File: config.mk
export PLATFORM = sky130hd
export DESIGN_NAME = julia_mem_arbiter
export DESIGN_NICKNAME = d
export VERILOG_FILES = /design/src/rtl/julia_mem_arbiter.sv
export SDC_FILE = /design/constraint.sdc
export NUM_CORES = 1
export LEC_CHECK = 0
export ABC_AREA = 0
export CORE_AREA = 2 2 456 458
export CTS_CLUSTER_DIAMETER = 80
export CTS_CLUSTER_SIZE = 30
export DETAILED_ROUTE_END_ITERATION = 16
export DIE_AREA = 0 0 458 460
export HOLD_SLACK_MARGIN = 0.1
export SETUP_SLACK_MARGIN = 0.05
export SYNTH_ARGS = -nofsm -noshare
export SYNTH_HDL_FRONTEND = slang
export SYNTH_SLANG_ARGS = --single-unit
File: constraint.sdc
create_clock -name i_clk -period 7 [get_ports i_clk]
set_clock_uncertainty 0.2 [all_clocks]
set_input_delay 1.4 -clock i_clk [delete_from_list [all_inputs] [get_ports i_clk]]
set_output_delay 1.4 -clock i_clk [all_outputs]
set_load 0.01 [all_outputs]
File: src/rtl/julia_mem_arbiter.sv
// julia_mem_arbiter: serialises finished pixels from NUM_WORKERS julia workers onto one frame-buffer
// write port, with round-robin or fixed-priority grant and per-frame pixel counting.
module julia_mem_arbiter #(
  parameter int NUM_WORKERS   = 16,
  parameter int ADDR_W        = 32,
  parameter int DATA_W        = 32,
  parameter int FRAME_PIXELS  = 307200,
  parameter int PRIORITY_MODE = 0
) (
  input  logic                                  i_clk,
  input  logic                                  i_n_rst,
  input  logic                                  i_start_sig,
  input  logic [NUM_WORKERS-1:0]                i_jw_done,
  input  logic [NUM_WORKERS-1:0][DATA_W-1:0]    i_color,
  input  logic [NUM_WORKERS-1:0][ADDR_W-1:0]    i_address,
  output logic [NUM_WORKERS-1:0]                o_mc_done,
  output logic [NUM_WORKERS-1:0]                o_mc_busy,
  output logic [ADDR_W-1:0]                     o_wr_addr,
  output logic [DATA_W-1:0]                     o_wr_data,
  output logic                                  o_wr_ready,
  input  logic                                  i_wr_done,
  output logic [$clog2(FRAME_PIXELS)-1:0]       o_pixel_count,
  output logic                                  o_frame_done
);
  localparam int GW = $clog2(NUM_WORKERS);
  localparam int CW = $clog2(FRAME_PIXELS);
  typedef enum logic [1:0] {S_IDLE, S_WRITE, S_RELEASE} state_t;
  state_t r_state, w_next;
  logic [GW-1:0] r_g, w_sel, w_rr_off, w_fp_sel, w_rr_sel;
  logic [GW:0] w_rr_sum;
  logic [NUM_WORKERS-1:0] r_mask, r_mc_done, w_elig, w_rot, w_g_oh;
  logic [2*NUM_WORKERS-1:0] w_dbl;
  logic [ADDR_W-1:0] r_wr_addr;
  logic [DATA_W-1:0] r_wr_data;
  logic [CW-1:0] r_pixel_count;
  logic r_wr_ready, r_frame_done, w_any, w_rel_ack, w_grant, w_wrap;

  assign w_elig    = i_jw_done & ~r_mask;
  assign w_any     = |w_elig;
  assign w_g_oh    = {{(NUM_WORKERS-1){1'b0}}, 1'b1} << r_g;
  assign w_grant   = (r_state == S_IDLE) && w_any;
  assign w_rel_ack = (r_state == S_WRITE) && i_wr_done;
  assign w_wrap    = (r_pixel_count == CW'(FRAME_PIXELS - 1));
  // r_g doubles as the last grant: rotate so bit 0 is the worker just after it
  assign w_dbl     = {w_elig, w_elig} >> ({1'b0, r_g} + (GW+1)'(1));
  assign w_rot     = w_dbl[NUM_WORKERS-1:0];

  always_comb begin
    w_rr_off = '0;
    w_fp_sel = '0;
    for (int i = NUM_WORKERS - 1; i >= 0; i--) begin
      if (w_rot[i]) w_rr_off = GW'(i);
      if (w_elig[i]) w_fp_sel = GW'(i);
    end
  end

  assign w_rr_sum = {1'b0, r_g} + {1'b0, w_rr_off} + (GW+1)'(1);
  assign w_rr_sel = (w_rr_sum >= (GW+1)'(NUM_WORKERS)) ? GW'(w_rr_sum - (GW+1)'(NUM_WORKERS))
                                                       : GW'(w_rr_sum);
  assign w_sel    = (PRIORITY_MODE != 0) ? w_fp_sel : w_rr_sel;

  always_comb begin
    w_next = (r_state == S_WRITE) ? (i_wr_done ? S_RELEASE : S_WRITE)
           : (w_grant ? S_WRITE : S_IDLE);
  end

  always_ff @(posedge i_clk or negedge i_n_rst) begin
    if (!i_n_rst) begin
      r_state       <= S_IDLE;
      r_g           <= GW'(NUM_WORKERS - 1);
      r_mask        <= '0;
      r_mc_done     <= '0;
      r_wr_addr     <= '0;
      r_wr_data     <= '0;
      r_wr_ready    <= 1'b0;
      r_pixel_count <= '0;
      r_frame_done  <= 1'b0;
    end else begin
      r_state      <= w_next;
      r_wr_ready   <= (w_next == S_WRITE);
      r_mc_done    <= w_rel_ack ? w_g_oh : '0;
      r_mask       <= (r_state == S_RELEASE) ? w_g_oh : '0;
      r_frame_done <= !i_start_sig && (r_state == S_RELEASE) && w_wrap;
      if (w_grant) begin
        r_g       <= w_sel;
        r_wr_addr <= i_address[w_sel];
        r_wr_data <= i_color[w_sel];
      end
      if (i_start_sig || ((r_state == S_RELEASE) && w_wrap)) r_pixel_count <= '0;
      else if (r_state == S_RELEASE) r_pixel_count <= r_pixel_count + CW'(1);
    end
  end

  assign o_mc_busy     = i_jw_done & ~((r_state == S_IDLE) ? {NUM_WORKERS{1'b0}} : w_g_oh);
  assign o_mc_done     = r_mc_done;
  assign o_wr_addr     = r_wr_addr;
  assign o_wr_data     = r_wr_data;
  assign o_wr_ready    = r_wr_ready;
  assign o_pixel_count = r_pixel_count;
  assign o_frame_done  = r_frame_done;
endmodule

==> results.py <==
metrics = {
    "hold_path": {
        "hold_depth": 1,
        "hp-class": "flop to flop",
    },
    "clocking": {
        "clock-root-buffer": "sky130_fd_sc_hd__clkbuf_16",
        "numCtsBuffers": 17,
        "cts_hold_buf": 0,
        "cts_max_level": 4,
        "clkSinkCount": 122,
        "cts_tree": "built",
        "cts_max_path_buffers": 2,
        "clk_pin_slew_ns": 0.09,
        "worstSkewPairLatency_ns": 0.54,
    },
    "worst_setup_path": {
        "cp_data_required_time_ns": 7.24,
        "worst-setup-path-type": "input port to flop",
        "timing.critical_path.fanout_max": 28,
        "r2r_cells": 18,
        "timing.critical_path.cells": "clkdlybuf4s50_1 -> nand2b_1 -> buf_4 -> mux4_2 -> mux2i_1 -> buf_4 -> a31oi_1 -> o21ai_0 -> a22oi_1 -> o21ai_0 -> a221oi_1 -> ha_4 -> fa_4 -> buf_12 -> buf_12 -> mux4_2 -> mux2i_2 -> buf_4 -> nor2_1 -> mux2_2 -> a2111o_1",
        "cp_data_arrival_time_ns": 7.01,
        "critical_path_cell_count": 21,
        "critical-path-max-stage-delay_ns": 0.85,
        "worst_path_most_repeated_cell": "sky130_fd_sc_hd__buf_4",
        "cp_top_family": "multiplexers",
        "slowest_stage_cell_cp": "sky130_fd_sc_hd__fa_4",
        "critical_path.startpoint_type": "input port",
        "end_kind": "flop",
        "buffers_inverters_on_critical_path": 6,
    },
    "timing": {
        "worst_hold_slack_ns": 0.293,
        "finalSetupViolations": 0,
        "final.min_clock_period_ns": 6.77,
        "hold_violations": 0,
        "timing.final.max_slew_violations": 0,
        "worst_pin_slew_ns": 0.984,
        "max_slew_margin_pct": 34.4,
        "fmaxAchievable_mhz": 148,
        "rsz_0062_raised_after_global_routing": "true",
        "period_share_pct": 96.7,
        "setup-tns-final_ns": 0,
    },
    "yosys": {
        "yosys_warnings": 0,
        "synth-seq-cells": 122,
        "synthFlopType": "sky130_fd_sc_hd__dfrtp_1",
        "synth_seq_area_share_pct": 19.3,
        "syn_inst": 1401,
        "post_synth_instance_area_um2": 15800,
        "async_flop_share_pct": 100,
        "synth_nets": 2450,
        "synthesis.area_per_instance_um2": 11.3,
        "yosys.cell_types.count": 63,
        "synth-edff-count": 0,
    },
    "floorplanning": {
        "fp.dieW_um": 458,
        "ios": 1161,
        "fp.dieH_um": 460,
        "placement_rows": 167,
        "initial_utilization_pct": 7.69,
        "dieArea_um2": 211000,
        "floorplan.core_area_um2": 206000,
    },
    "routing": {
        "post-route-drc-count": 0,
        "via_per_inst": 3.68,
        "drtIter0Drc": 1497,
        "finalWirelength_mm": 191,
        "final_antenna_net_count": 0,
        "drt-wirelength-per-cell_um": 35.3,
        "drt_pass_1_iters": 5,
        "num_vias": 19900,
    },
    "placed_design": {
        "numPortBuffers": 1160,
        "dpl.hpwl_mm": 171,
        "place_congestion": 0.956,
        "placedInstanceArea_um2": 32400,
    },
    "cells_and_area": {
        "layout_fillers": 23000,
        "area.sequential_um2": 3060,
        "area_of_combinational_cells_with_multiple_inputs_um2": 12200,
        "final_common_cell": "sky130_fd_sc_hd__clkdlybuf4s50_1",
        "nNetsFinal": 3701,
        "final_cell_mix": "1159 x sky130_fd_sc_hd__clkdlybuf4s50_1, 272 x sky130_fd_sc_hd__mux4_2, 197 x sky130_fd_sc_hd__nor2_1",
        "area_delta_synth_final_pct": 109,
        "summed_area_of_non_filler_cells_in_the_final_layout_um2": 33200,
        "fin_util_pct": 16.1,
        "drive_above_1_share_pct": 22.8,
    },
    "global_routing": {
        "antenna_found_initial": 200,
        "grt_pass1_wl_mm": 234,
        "overflow_left_after_global_routing": 0,
        "globalRouteTotalUtil_pct": 17.6,
        "via_count_of_the_first_global_routing_pass": 20500,
        "grt_start_max_net_pins": 81,
    },
    "run": {
        "cap_viol_max_count": 0,
    },
    "run_status": {
        "outcome": "finished, final reports clean",
    },
}
-- worst paths after layout --
kind,startpoint,end,slack (ns)
max in group asynchronous,i_n_rst,o_wr_data[10],4.47
min in group asynchronous,i_n_rst,r_mask[9],0.73
worst min-delay path,o_wr_data[6],o_wr_data[6],0.29
worst max-delay path,i_jw_done[7],o_wr_addr[1],0.23
worst max register to register,r_g[0],o_wr_addr[1],0.64
worst min register to register,o_wr_data[6],o_wr_data[6],0.29
-- synth_stat cells (all sizes together), types with 4 or more instances --
cell type / n / share of area [%]
and4b: 5 / 0.32
nor4bb: 10 / 0.63
nor4: 6 / 0.36
or4: 5 / 0.24
xor2: 10 / 0.55
xnor2: 9 / 0.50
o21ai: 18 / 0.57
buf: 65 / 1.9
a21oi: 9 / 0.31
o21a: 12 / 0.57
nor2: 198 / 4.7
mux4: 272 / 39
dfstp: 4 / 0.66
a31oi: 4 / 0.16
nand2b: 21 / 0.83
o31a: 4 / 0.22
a2111o: 63 / 4.5
nor2b: 17 / 0.67
dfrtp: 118 / 19
nand4: 8 / 0.32
clkbuf: 88 / 2.1
nand2: 36 / 0.85
nor3: 141 / 4.5
mux2i: 135 / 8.5
nand3: 17 / 0.54
ha: 4 / 0.32
nor4b: 6 / 0.33
or2: 4 / 0.16
mux2: 68 / 5.0
inv: 9 / 0.21
-- flip-flops by register name (all words and copies together) (netlist names) --
| name | count |
|---|---|
| r_mask | 16 |
| o_wr_data | 32 |
| o_mc_done | 16 |
| r_state | 2 |
| o_frame_done | 1 |
| o_wr_addr | 32 |
| o_pixel_count | 19 |
| r_g | 4 |
-- worst register-to-register path: cells and delay by family (launching register included) --
| kind | cells | cell delay, ns |
|---|---|---|
| buffers and inverters | 4 | 1.05 |
| multiplexers | 3 | 0.99 |
| AND/OR/NAND/NOR | 6 | 1.39 |
| AO/OA/AOI/OAI | 4 | 0.85 |
| adder cells (fa/ha/maj) | 1 | 0.82 |
| flip-flops | 1 | 0.96 |
-- layer usage --
metal / up-vias / global-route usage, % / share of wire (%)
met4: 116 / 5.70 / 3.2
met3: 358 / 6.85 / 9.5
li1: 8252 / - / -
met2: 1220 / 30.9 / 50
met1: 9988 / 19.2 / 37
met5: - / 0 / 0.39
-- layout make-up --
type                            count  share of cell area (%)
Timing Repair Buffer             1385                    41.4
Multi-Input combinational cell   1117                    36.9
Tap cell                         2704                    10.2
Sequential cell                   122                    9.22
Clock buffer                       17                    1.28
Clock inverter                     15                   0.540
Antenna cell                       49                   0.370
Inverter                            9                   0.102
-- logic make-up (layout without fill, tap and decap cells) --
kind of cell / Yosys count / after routing / synth area share, %
AND/OR/NAND/NOR: 484 / 484 / 14.8
AO/OA/AOI/OAI: 134 / 134 / 7.89
XOR/XNOR: 19 / 19 / 1.05
flip-flops: 122 / 122 / 19.3
adder cells (fa/ha/maj): 5 / 5 / 0.443
multiplexers: 475 / 475 / 52.2
buffers and inverters: 162 / 1426 / 4.24
other: 0 / 49 / 0
-- stage by stage --
| step | setup slack [ns] | instances |
|---|---|---|
| after global routing | 0.0133 | 5400 |
| after CTS | 0.0947 | 5369 |
| after floorplan | 0.755 | 1401 |
| after global placement | -0.649 | 5337 |
| after detailed placement | -0.548 | 5337 |
| final | 0.229 | 5418 |
-- repair_timing --
item,CTS,global route
setup buffers,0,0
endpoints found under the hold margin,0,0
gates resized for setup,1,9
endpoints found under the setup margin,1,7
Power is left out: the tool's default activity adds up to more than one toggle a clock period on the data nets, which glitch-free logic cannot reach.
